**config.mk**
```make
export PLATFORM = sky130hd
export DESIGN_NAME = dbg_pd_capture_seq
export DESIGN_NICKNAME = d
export VERILOG_FILES = /design/src/rtl/dbg_pd_seq_pkg.sv /design/src/rtl/dbg_pd_seq_timer.sv /design/src/rtl/dbg_pd_capture_seq.sv
export SDC_FILE = /design/constraint.sdc
export NUM_CORES = 1
export LEC_CHECK = 0
export ABC_CLOCK_PERIOD_IN_PS = 3600
export BUFFER_PORTS_ARGS = -buffer_cell sky130_fd_sc_hd__buf_2
export CAP_MARGIN = 20
export CORE_ASPECT_RATIO = 1.75
export CORE_MARGIN = 2
export CORE_UTILIZATION = 30
export CTS_CLUSTER_DIAMETER = 150
export DETAILED_ROUTE_END_ITERATION = 16
export GPL_TIMING_DRIVEN = 1
export SYNTH_ARGS = -nofsm -noshare
export SYNTH_HDL_FRONTEND = slang
export SYNTH_SLANG_ARGS = --single-unit
```
**constraint.sdc**
```tcl
create_clock -name clk -period 3.6 [get_ports clk]
set_input_delay 0.18 -clock clk [delete_from_list [all_inputs] [get_ports clk]]
set_output_delay 0.18 -clock clk [all_outputs]
set_load 0.05 [all_outputs]
```
**src/rtl/dbg_pd_seq_pkg.sv**
```systemverilog
// Shared types and constants for the debug PD capture sequencer.
package dbg_pd_seq_pkg;

  typedef enum logic [2:0] {
    ST_IDLE,
    ST_CLEAR,
    ST_ARMED,
    ST_SETTLE,
    ST_PRESENT,
    ST_DONE
  } dbg_pd_seq_state_e;

  // Bit positions inside the capture block enable register
  localparam int EN              = 0;
  localparam int CAPTURE_EN      = 1;
  localparam int TRIGGER_EN      = 2;
  localparam int CAPTURE_LAST_EN = 3;

  localparam int CAPTURE_CNT_WIDTH = 16;

endpackage

```
**src/rtl/dbg_pd_seq_timer.sv**
```systemverilog
// Loadable down-counter. It is shared by the ARMED timeout and the SETTLE
// mux-latency wait; it holds at zero once it gets there.
module dbg_pd_seq_timer #(
  parameter int WIDTH = 16
) (
  input  logic             clk,
  input  logic             rstn,
  input  logic             load,
  input  logic [WIDTH-1:0] load_val,
  output logic             zero
);

  logic [WIDTH-1:0] cnt;

  // Load has priority; otherwise count down and stop at zero
  always_ff @(posedge clk) begin
    if (!rstn)            cnt <= '0;
    else if (load)        cnt <= load_val;
    else if (cnt != '0)   cnt <= cnt - 1'b1;
  end

  assign zero = (cnt == '0);

endmodule

```
**src/rtl/dbg_pd_capture_seq.sv**
```systemverilog
// Debug PD capture sequencer: arm -> capture -> word-by-word readout.
// Optional build macro DBG_PD_SEQ_AUTO_REARM_EN: DONE re-enters CLEAR so
// captures repeat until sw_abort; without it DONE returns to IDLE.
module dbg_pd_capture_seq
  import dbg_pd_seq_pkg::*;
#(
  parameter int PD_WIDTH      = 100,
  parameter int NUM_WORDS     = (PD_WIDTH + 31) / 32,
  parameter int SEL_WIDTH     = (NUM_WORDS > 1) ? $clog2(NUM_WORDS) : 1,
  parameter int MUX_LATENCY   = 2,
  parameter int TIMEOUT_WIDTH = 16
) (
  input  logic                         clk,
  input  logic                         rstn,
  input  logic                         sw_arm,
  input  logic                         sw_abort,
  input  logic                         cfg_trigger_en,
  input  logic                         cfg_capture_last,
  input  logic [TIMEOUT_WIDTH-1:0]     cfg_timeout,
  input  logic                         capture_match_i,
  input  logic [31:0]                  pd_word_i,
  output logic [3:0]                   en_reg_o,
  output logic [SEL_WIDTH-1:0]         word_sel_o,
  output logic                         rd_valid_o,
  output logic [31:0]                  rd_data_o,
  output logic [SEL_WIDTH-1:0]         rd_idx_o,
  input  logic                         rd_ready_i,
  output logic                         busy_o,
  output logic                         done_o,
  output logic                         timeout_o,
  output logic [CAPTURE_CNT_WIDTH-1:0] capture_cnt_o
);

  localparam logic [SEL_WIDTH-1:0]     LAST_SEL    = SEL_WIDTH'(NUM_WORDS - 1);
  // Timer counts down to zero inclusive, so load one less than the wait
  localparam logic [TIMEOUT_WIDTH-1:0] SETTLE_LOAD = TIMEOUT_WIDTH'(MUX_LATENCY - 1);

  dbg_pd_seq_state_e          state, state_nxt;
  logic                       tmr_load, tmr_zero, tmo_hit, hs;
  logic [TIMEOUT_WIDTH-1:0]   tmr_val;
  logic [3:0]                 en_nxt;

  dbg_pd_seq_timer #(.WIDTH(TIMEOUT_WIDTH)) u_timer (
    .clk      (clk),
    .rstn     (rstn),
    .load     (tmr_load),
    .load_val (tmr_val),
    .zero     (tmr_zero)
  );

  // State register
  always_ff @(posedge clk) begin
    if (!rstn) state <= ST_IDLE;
    else       state <= state_nxt;
  end

  // Next state, timer control and enable-register decode
  always_comb begin
    state_nxt = state;
    tmr_load  = 1'b0;
    tmr_val   = '0;
    tmo_hit   = 1'b0;
    hs        = rd_valid_o && rd_ready_i;
    case (state)
      ST_IDLE:    if (sw_arm) state_nxt = ST_CLEAR;
      ST_CLEAR: begin
        state_nxt = ST_ARMED;
        tmr_load  = 1'b1;
        tmr_val   = cfg_timeout;
      end
      ST_ARMED: begin
        // A match wins over a timeout expiring in the same cycle
        if (capture_match_i) begin
          state_nxt = ST_SETTLE;
          tmr_load  = 1'b1;
          tmr_val   = SETTLE_LOAD;
        end else if ((cfg_timeout != '0) && tmr_zero) begin
          state_nxt = ST_IDLE;
          tmo_hit   = 1'b1;
        end
      end
      ST_SETTLE:  if (tmr_zero) state_nxt = ST_PRESENT;
      ST_PRESENT: begin
        if (hs) begin
          if (word_sel_o == LAST_SEL) begin
            state_nxt = ST_DONE;
          end else begin
            state_nxt = ST_SETTLE;
            tmr_load  = 1'b1;
            tmr_val   = SETTLE_LOAD;
          end
        end
      end
      ST_DONE: begin
`ifdef DBG_PD_SEQ_AUTO_REARM_EN
        state_nxt = ST_CLEAR;
`else
        state_nxt = ST_IDLE;
`endif
      end
      default:    state_nxt = ST_IDLE;
    endcase
    if (sw_abort) begin
      state_nxt = ST_IDLE;
      tmo_hit   = 1'b0;
    end

    en_nxt = 4'b0000;
    case (state_nxt)
      ST_CLEAR: begin
        en_nxt[EN]              = 1'b1;
        en_nxt[TRIGGER_EN]      = cfg_trigger_en;
        en_nxt[CAPTURE_LAST_EN] = cfg_capture_last;
      end
      ST_ARMED: begin
        en_nxt[EN]              = 1'b1;
        en_nxt[CAPTURE_EN]      = 1'b1;
        en_nxt[TRIGGER_EN]      = cfg_trigger_en;
        en_nxt[CAPTURE_LAST_EN] = cfg_capture_last;
      end
      // capture_en low freezes the captured PD while it is read out
      ST_SETTLE, ST_PRESENT: en_nxt[EN] = 1'b1;
      default:               en_nxt     = 4'b0000;
    endcase
  end

  // Registered outputs, decoded from the next state so they line up with it
  always_ff @(posedge clk) begin
    if (!rstn) begin
      en_reg_o      <= '0;
      word_sel_o    <= '0;
      rd_valid_o    <= 1'b0;
      rd_data_o     <= '0;
      rd_idx_o      <= '0;
      busy_o        <= 1'b0;
      done_o        <= 1'b0;
      timeout_o     <= 1'b0;
      capture_cnt_o <= '0;
    end else begin
      en_reg_o   <= en_nxt;
      busy_o     <= (state_nxt != ST_IDLE);
      done_o     <= (state_nxt == ST_DONE);
      rd_valid_o <= (state_nxt == ST_PRESENT);

      if (state == ST_IDLE && state_nxt == ST_CLEAR) timeout_o <= 1'b0;
      else if (tmo_hit)                              timeout_o <= 1'b1;

      if (state_nxt == ST_DONE && capture_cnt_o != '1)
        capture_cnt_o <= capture_cnt_o + 1'b1;

      if (state_nxt == ST_IDLE || (state == ST_ARMED && state_nxt == ST_SETTLE))
        word_sel_o <= '0;
      else if (state == ST_PRESENT && state_nxt == ST_SETTLE)
        word_sel_o <= word_sel_o + 1'b1;

      // Latch the word once the mux has settled; held through any stall
      if (state == ST_SETTLE && state_nxt == ST_PRESENT) begin
        rd_data_o <= pd_word_i;
        rd_idx_o  <= word_sel_o;
      end
    end
  end

endmodule

```
Yosys cells after proc, flatten, opt, wreduce, memory -nomap -nowiden
Index checks and enable logic that the tools add are counted.
{ "classes": {"bitwise_logic": 1, "div_mod_pow": 0, "order_cmp": 0, "reduce_logical": 20, "mul": 0, "muxes": 24, "n_eq_ne": 11, "n_addsub": 3, "shifts": 0} }
{ "ops": {"columns": ["operator", "n"], "rows": [
  ["16-bit one-hot mux with 3 select lines", 1],
  ["16-bit 2-to-1 mux", 2],
  ["16-bit nonzero test", 2],
  ["3-bit 2-to-1 mux", 7],
  ["16-bit by 1-bit adder with 16-bit output, second input constant", 1],
  ["16-bit zero test", 1],
  ["16-bit != test, second input constant", 1],
  ["16-bit by 1-bit subtractor with 16-bit output, second input constant", 1],
  ["3-bit one-hot mux with 5 select lines", 1],
  ["3-bit by 2-bit equality test with 1-bit output, second input constant", 4],
  ["1-bit 2-to-1 mux", 12],
  ["3-bit equality test, second input constant", 3],
  ["1-bit logical AND", 7],
  ["3-bit by 1-bit equality test with 1-bit output, second input constant", 2],
  ["3-bit zero test", 2],
  ["2-bit OR reduction", 3],
  ["4-bit OR reduction", 1],
  ["1-bit one-hot mux with 3 select lines", 1],
  ["3-bit nonzero test", 1],
  ["2-bit by 1-bit adder with 2-bit output, second input constant", 1],
  ["2-bit equality test, second input constant", 1],
  ["2-bit AND reduction", 1],
  ["2-bit nonzero test", 1],
  ["1-bit logical OR", 1],
  ["1-bit inverter", 1]
]} }
{ "word_totals": {"elab_cells": 71, "register_bits": 79, "mem_bits_ro": 0, "latch_bits": 0, "input_bits": 56, "memories": 0, "output_inout_bits": 60, "mem_bits_rw": 0} }

Longest topological paths before layout
Gate-level depths: netlist (run 1).
{ "depth": {"depth_word": 10, "depth_mapped": 10, "mapped_depth_nobuf": 8} }

Hierarchy
Synthesis (run 1) repeated with hierarchy kept, for this count alone.
{ "hier_totals": {"hier_cells": 468, "area_unflattened_um2": 3733.6} }
{ "by_module_without_submodules": {"columns": ["mod", "area_per_inst_um2", "seq_area_each_um2", "n_inst", "cells_per_inst"], "rows": [
  ["dbg_pd_capture_seq", 2793.9, 1261.2, 1, 352],
  ["dbg_pd_seq_timer", 939.7, 320.3, 1, 116]
]} }

Least setup slack after synthesis (run 1)
OpenSTA, ideal clock, no wires.
{ "synth_path": {"path_kind": "reg-to-reg", "start": "register word_sel_o[0]", "end": "register u_timer.cnt[10]", "required_time_ps": 3481, "path_slack_ps": 1245, "t_arrival_ps": 2236, "path_stages_with_launch": 8, "cell_sequence": "dfxtp_1 > ha_1 > nand3b_1 > nor2_1 > nor3_1 > nand2_1 > nand2_1 > nor2_1"} }
{ "synth_between": {"elab_chain_len": 5, "elab_cells_between_ends": 6, "cone_classes": "1 x eq/ne; 4 x mux; 1 x reduce/logical"} }
{ "synth_rtl": {"columns": ["item", "line_no", "rtl"], "rows": [
  ["start: declaration", "dbg_pd_capture_seq.sv:23", "output logic [SEL_WIDTH-1:0] word_sel_o,"],
  ["start signal: assignment", "dbg_pd_capture_seq.sv:154", "word_sel_o <= word_sel_o + 1'b1;"],
  ["2-bit equality test (*)", "dbg_pd_capture_seq.sv:85", "if (word_sel_o == LAST_SEL) begin"],
  ["1-bit 2-to-1 mux (*)", "dbg_pd_capture_seq.sv:85", null],
  ["1-bit 2-to-1 mux (*)", "dbg_pd_capture_seq.sv:84", "if (hs) begin"],
  ["1-bit one-hot mux with 3 select lines (*)", "dbg_pd_capture_seq.sv:64", "case (state)"],
  ["16-bit 2-to-1 mux or 2-bit nonzero test (tied branches)", null, null],
  ["end signal: assignment", "dbg_pd_seq_timer.sv:18", "else if (load) cnt <= load_val;"],
  ["end signal: assignment", "dbg_pd_seq_timer.sv:19", "else if (cnt != '0) cnt <= cnt - 1'b1;"],
  ["end: declaration", "dbg_pd_seq_timer.sv:13", "logic [WIDTH-1:0] cnt;"]
]} }
Every way passes the cells marked *; elsewhere a longest branch is shown, timed or not.
A chain may end at the register's enable or synchronous reset.

Final worst setup path (run 1)
{ "layout_path": {"start": "register state[2]", "end": "register capture_cnt_o[6]"} }
{ "layout_between": {"elab_chain_len": 6, "elab_cells_between_ends": 14, "cone_classes": "5 x eq/ne; 7 x mux; 2 x reduce/logical"} }
{ "layout_rtl": {"columns": ["item", "line_no", "rtl"], "rows": [
  ["start: declaration", "dbg_pd_capture_seq.sv:38", "dbg_pd_seq_state_e state, state_nxt;"],
  ["start signal: assignment", "dbg_pd_capture_seq.sv:54", "else state <= state_nxt;"],
  ["3-bit 2-to-1 mux", "dbg_pd_capture_seq.sv:77", "end else if ((cfg_timeout != '0) && tmr_zero) begin"],
  ["3-bit 2-to-1 mux", "dbg_pd_capture_seq.sv:73", "if (capture_match_i) begin"],
  ["3-bit one-hot mux with 5 select lines (*)", "dbg_pd_capture_seq.sv:64", null],
  ["3-bit 2-to-1 mux (*)", "dbg_pd_capture_seq.sv:103", "if (sw_abort) begin"],
  ["3-bit equality test (*)", "dbg_pd_capture_seq.sv:148", "if (state_nxt == ST_DONE && capture_cnt_o != '1)"],
  ["1-bit logical AND (*)", "dbg_pd_capture_seq.sv:148", null],
  ["end signal: assignment", "dbg_pd_capture_seq.sv:149", "capture_cnt_o <= capture_cnt_o + 1'b1;"],
  ["end: declaration", "dbg_pd_capture_seq.sv:31", "output logic [CAPTURE_CNT_WIDTH-1:0] capture_cnt_o"]
]} }
Marks and branches as above.

==> impl_metrics.csv, run 1 <==
group,metric,value,unit
placement,place.gp.congestion,0.895,
setup_path,worst_path_max_delay_cell,"or4b_4",
clock_tree,root_buffer,"clkbuf_16",
sta,timing.fmax,395,MHz
floorplanning,core-area,12100,sq um
sta,worstMarginPinSlew,0.853,ns
setup_path,crit_path_max_fanout,15,
sta,setup_viol,0,
cells_and_area,fin_nets,631,
hold_path,min_from,"pd_word_i[18]",
clock_tree,cts_buffers,9,
yosys,ys_types,52,
clock_tree,cts_tree,"done",
job,maxCapViolCount,0,
status,status,"complete, no violations",
drt,first_pass_iters,4,
cells_and_area,fin_area,4710,sq um
setup_path,worstPathArrival,2.76,ns
drt,finalWirelength,10400,um
cells_and_area,syn2layout_area_growth,26.7,%
placement,hpwl,7630,um
power,vdd_ir_drop_max,0.000235,V
clock_tree,cts.sinks,79,
yosys,synth_cells,463,
setup_path,cp-startpoint,"state[2]",
setup_path,reg2reg_from,"state[2]",
sta,tns,0,ns
yosys,seq_area_frac_synth,42.6,%
yosys,syn-num-nets,523,
sta,finalCriticalPeriod,2.53,ns
clock_tree,ctsHoldBuffers,0,
setup_path,cpPeakStageDelay,0.56,ns
drt,ant_nets,0,
clock_tree,htreeDepth,3,
sta,clock_skew,0.00853,ns
floorplanning,start_util,30.8,%
placement,dpl_cell_area,4440,sq um
global_routing,grt.overflow.total,0,
yosys,netlist_area,3720,sq um
clock_tree,clk_path_buf_depth,2,
clock_tree,postCtsSetupRepairBufs,0,
drt,drtIter0Drc,129,
global_routing,antenna_found_initial,0,
placement,port_buffers,115,
setup_path,worstSetupStartpointType,"flip-flop",
yosys,async_reset_ff_share,0,%
global_routing,grt.total_usage,15.7,%
power,p_total,2.59,mW
setup_path,crit_path_end_kind,"flip-flop",
cells_and_area,n_fill_cell,1262,
global_routing,grt_max_degree,43,
sta,relSlewSlack,43.1,%
drt,vias,3651,
clock_tree,ctsResizeCount,0,
floorplanning,die_w,88.1,um
drt,avgViaCountPerCell,4.93,
floorplanning,rows,53,
global_routing,grt_pass1_wl,16300,um
cells_and_area,final_cells,740,
sta,fin_crit_sh,70.3,%
sta,rsz0062_at_grt,"false",
hold_path,hp-class,"input pin to flip-flop",
drt,drcViolationCount,0,
floorplanning,io-pin-count,116,
yosys,avgSynthCellArea,8.03,sq um
floorplanning,die_h,151,um
clock_tree,clk_pin_slew,0.06,ns
sta,worst_hold_slack,0.0747,ns
cells_and_area,antenna_cells,0,
yosys,yosys_warnings,0,
setup_path,critPathKind,"flip-flop to flip-flop",
cells_and_area,drive_above_1_share,25.7,%
yosys,synth_edf_count,0,
drt,avgRoutedWirePerCell,14.1,um
power,p_leak,1.95,nW
setup_path,cp.required,3.83,ns
placement,place_inst,725,
sta,slew_violations,0,
floorplanning,dieArea,13300,sq um
yosys,synth-seq-cells,79,
global_routing,grt_pass1_vias,3423,
setup_path,path_cells,"or3b_4, o211ai_4, a31oi_4, and2_1, or4b_4, mux2i_1",
sta,hold_viol,0,
power,power.density,549,nW/um^2
clock_tree,worstSkewPairLatency,0.34,ns
yosys,ys.flop_type,"dfxtp_1",
## Yosys cell counts, types with 2 or more instances
| cell | n | area (sq um) |
|---|---|---|
| a22o_1 | 2 | 17.5 |
| o21ai_0 | 5 | 25.0 |
| ha_1 | 4 | 50.1 |
| dfxtp_1 | 79 | 1580 |
| a31oi_1 | 4 | 25.0 |
| nor4_1 | 14 | 87.6 |
| clkbuf_1 | 17 | 63.8 |
| buf_6 | 2 | 22.5 |
| nand4b_1 | 2 | 17.5 |
| and3_1 | 3 | 18.8 |
| nand3b_1 | 2 | 15.0 |
| nor4b_1 | 7 | 61.3 |
| nand4_1 | 4 | 25.0 |
| buf_2 | 3 | 15.0 |
| xor2_1 | 3 | 26.3 |
| a21o_1 | 5 | 37.5 |
| and2_1 | 3 | 18.8 |
| a21oi_1 | 63 | 315 |
| nand2_1 | 107 | 402 |
| a22oi_1 | 6 | 45.0 |
| and4_1 | 4 | 35.0 |
| nor3b_1 | 3 | 22.5 |
| o22ai_1 | 2 | 12.5 |
| mux2i_1 | 15 | 150 |
| xnor2_1 | 4 | 35.0 |
| nand2b_1 | 14 | 87.6 |
| inv_1 | 5 | 18.8 |
| or4_1 | 2 | 15.0 |
| nor3_1 | 20 | 100 |
| nand3_1 | 12 | 60.1 |
| nor2_1 | 26 | 97.6 |
## critical path: cells and delay by family, from the launching register on
family / cells / cell delay [ns]
AO/OA/AOI/OAI: 2 / 0.44
flip-flops: 1 / 0.49
AND/OR/NAND/NOR: 3 / 1.36
multiplexers: 1 / 0.12
## flip-flops by register name (all words and copies together) (netlist names)
| signal | count |
|---|---|
| rd_data_o | 32 |
| capture_cnt_o | 16 |
| word_sel_o | 2 |
| state | 3 |
| timeout_o | 1 |
| busy_o | 1 |
| rd_valid_o | 1 |
| en_reg_o | 4 |
| rd_idx_o | 2 |
| done_o | 1 |
| u_timer.cnt | 16 |
## path summary, 6_finish.rpt
path | cells after the start | slack (ns) | end
max | 6 | 1.07 | capture_cnt_o[6]
min | 3 | 0.07 | rd_data_o[18]
max reg2reg | 6 | 1.07 | capture_cnt_o[6]
min reg2reg | 2 | 0.45 | rd_data_o[2]
## routing by layer
metal	part of all wire (%)	wire length, um	global-route usage (%)
met1	38	3970	15.6
met2	53	5510	29.3
met3	5.6	584	4.20
met4	3.4	352	7.65
met5	0	0	0
## layout make-up
cell class | count | area (sq um) | share of cell area [%]
clock buffer | 10 | 239 | 5.07
clock inverter | 5 | 35.0 | 0.744
inverter | 6 | 22.5 | 0.478
multi-input combinational | 354 | 2000 | 42.6
sequential | 79 | 1580 | 33.6
tap | 165 | 206 | 4.38
timing repair buffer | 121 | 621 | 13.2
## cell usage in the layout, fill, tap and decap left out, drive strengths merged, types with 6 or more instances in the layout
master  count
mux2i      15
nor3       21
a22oi       6
clkbuf     10
buf       121
dfxtp      79
nor4b       7
nor2       26
nand3      12
a21oi      64
nor4       15
nand2b     14
nand2     107
## cells by family after synthesis
kind of cell	after synthesis	share of synthesized area (%)
flip-flops	79	42.6
XOR/XNOR	7	1.65
buffers and inverters	30	3.64
adder cells (fa/ha/maj)	4	1.35
AO/OA/AOI/OAI	92	14.7
multiplexers	15	4.04
AND/OR/NAND/NOR	236	32.1
## where the power goes
| part | internal [mW] | switching [mW] | total (mW) |
|---|---|---|---|
| clock | 0.481 | 0.357 | 0.839 |
| sequential | 0.959 | 0.112 | 1.07 |
| combinational | 0.295 | 0.383 | 0.678 |
## through the flow
stage | worst slack (ns) | utilization [%]
after floorplan | 1.24 | -
after global placement | 1.14 | 36.8
after detailed placement | 1.08 | 36.8
after CTS | 1.07 | 39.0
after global routing | 0.879 | 39.0
final | 1.07 | 39.0
Note: power is estimated with default switching activity, not from simulation.
==> inputs of run 2 (changes only) <==
Settings changed: ABC_CLOCK_PERIOD_IN_PS 3600 to 2000.
Clock period 3.6 ns to 2 ns, I/O delays scaled along.
==> run 2 against run 1 <==
- combinational power grew to 2.7 times the previous value
- register-to-register slack got worse by 1.1 ns
- routed wire length grew 13%
- sequential cell count unchanged
- sequential share of layout area shrank 5.7 points
- first-iteration DRC count is 26% higher
- critical endpoint unchanged
- via count grew 12%
- global-route usage rose by 2.1 points
- sequential power rose by 75%
- critical path depth unchanged
- the run now ends with negative setup slack left
- maximum frequency grew 25%
- non-clock buffer count increased by 78
==> impl_metrics.csv, run 2 (synthesis gave the netlist of run 1 again) <==
group,metric,value,unit
status,status,"finished with violations",
status,failed_checks,"negative setup slack",
clock_tree,root_buffer,"clkbuf_16",
clock_tree,clk_path_buf_depth,2,
drt,ant_nets,0,
floorplanning,die_h,151,um
cells_and_area,reg_top3,"rd_data_o x32, capture_cnt_o x16, u_timer.cnt x16",
placement,pre_cts_ws,-0.208,ns
power,p_leak,2.44,nW
job,maxCapViolCount,0,
cells_and_area,fin_nets,710,
hold_path,hp-class,"input pin to flip-flop",
setup_path,crit_path_max_fanout,10,
global_routing,grt.total_usage,17.9,%
global_routing,use_met2,33.2,%
global_routing,grt_pass1_wl,18600,um
sta,hold_viol,0,
cells_and_area,syn2layout_area_growth,55.4,%
global_routing,antenna_found_initial,0,
global_routing,grt_util_met3,3.54,%
placement,place_inst,774,
setup_path,crit_path_end_kind,"flip-flop",
global_routing,grt.overflow.total,0,
clock_tree,cts.sinks,79,
global_routing,busiest_layer,"met2",
global_routing,grtUsageMet1,17.0,%
setup_path,worstSetupStartpointType,"flip-flop",
power,vdd_ir_drop_max,0.000482,V
cells_and_area,n_fill_cell,1164,
sta,worst_hold_slack,0.0104,ns
placement,port_buffers,115,
global_routing,grt_pass1_vias,4121,
placement,hpwl,8470,um
drt,drcViolationCount,0,
placement,place.gp.congestion,0.947,
floorplanning,die_w,88.1,um
sta,rsz0062_at_grt,"true",
cells_and_area,mostFrequentLayoutCell,"buf_2",
sta,fin_crit_sh,101,%
cells_and_area,largest_register_ffs,32,
clock_tree,cts_tree,"done",
sta,finalCriticalPeriod,2.02,ns
drt,finalWirelength,11700,um
setup_path,critPathKind,"flip-flop to flip-flop",
floorplanning,start_util,30.8,%
sta,relSlewSlack,66.0,%
floorplanning,core-area,12100,sq um
drt,vias,4086,
clock_tree,worstSkewPairLatency,0.34,ns
drt,avgViaCountPerCell,4.98,
cells_and_area,final_cells,820,
power,power.density,915,nW/um^2
setup_path,worstPathArrival,2.25,ns
clock_tree,cts_buffers,9,
drt,first_pass_iters,5,
clock_tree,clk_pin_slew,0.06,ns
cells_and_area,antenna_cells,0,
setup_path,cp.required,2.23,ns
sta,worstMarginPinSlew,0.510,ns
floorplanning,dieArea,13300,sq um
clock_tree,htreeDepth,3,
floorplanning,io-pin-count,116,
sta,clock_skew,0.00902,ns
power,p_total,5.28,mW
floorplanning,rows,53,
sta,setup_ws,-0.0211,ns
sta,slew_violations,0,
drt,avgRoutedWirePerCell,14.3,um
sta,setup_viol,1,
cells_and_area,drive_above_1_share,38.5,%
global_routing,grt_max_degree,45,
drt,drtIter0Drc,162,
cells_and_area,final_cell_mix,"buf_2 (115), nand2_1 (106), dfxtp_1 (64)",
cells_and_area,largest-register,"rd_data_o",
sta,timing.fmax,495,MHz
run 2: timing repair:
item | CTS | global route
setup endpoints to repair | 22 | 22
setup buffers | 1 | 1
hold buffers | 28 | 0
gates resized for setup | 22 | 29
pin swaps | 4 | 17
gates cloned | 1 | 0
hold endpoints to repair | 28 | 0
run 2: worst max-delay path: stages, from the launching register on:
cell and delay [ns]:
dfxtp_4 0.40, or3b_4 0.43, o211ai_4 0.22, a31oi_4 0.06, and2_4 0.19, or4b_4 0.49, mux2i_1 0.12
run 2: path summary, 6_finish.rpt:
kind,slack (ns),endpoint,cells past startpoint,from
worst min register to register,0.45,rd_data_o[31],2,rd_data_o[31]
worst max register to register,-0.02,capture_cnt_o[6],6,state[2]
worst min-delay path,0.01,rd_data_o[23],3,pd_word_i[23]
worst max-delay path,-0.02,capture_cnt_o[6],6,state[2]
run 2: area by class of cell:
cell class / count / area, sq um / area share (%)
multi-input cells: 355 / 2330 / 40.4
flip-flops and latches: 79 / 1610 / 27.8
repair buffers: 199 / 1320 / 22.8
clock buffers: 9 / 225 / 3.90
well taps: 165 / 206 / 3.58
clock inverters: 7 / 62.6 / 1.08
inverters: 6 / 22.5 / 0.390
run 2: power breakdown:
part           internal [mW]  switching, mW  leakage [nW]  total [mW]
clock network          0.871          0.716         0.145        1.59
registers               1.72          0.150         0.648        1.87
logic                  0.929          0.892          1.65        1.82
total                   3.52           1.76          2.44        5.28
run 2: per-layer routing:
metal,vias up,part of all wire (%)
li1,2002,-
met1,1913,35
met2,130,55
met3,41,4.8
met4,0,5.0
met5,-,0
run 2: per-stage QoR:
| stage | TNS, ns | cell area (sq um) | util [%] |
|---|---|---|---|
| floorplan | -0.892 | 3840 | - |
| global placement | -0.591 | 4940 | 41.0 |
| detailed placement | -1.56 | 4940 | 41.0 |
| CTS | -0.0128 | 5630 | 46.6 |
| global route | -0.397 | 5770 | 47.8 |
| finish | -0.0211 | 5770 | 47.8 |
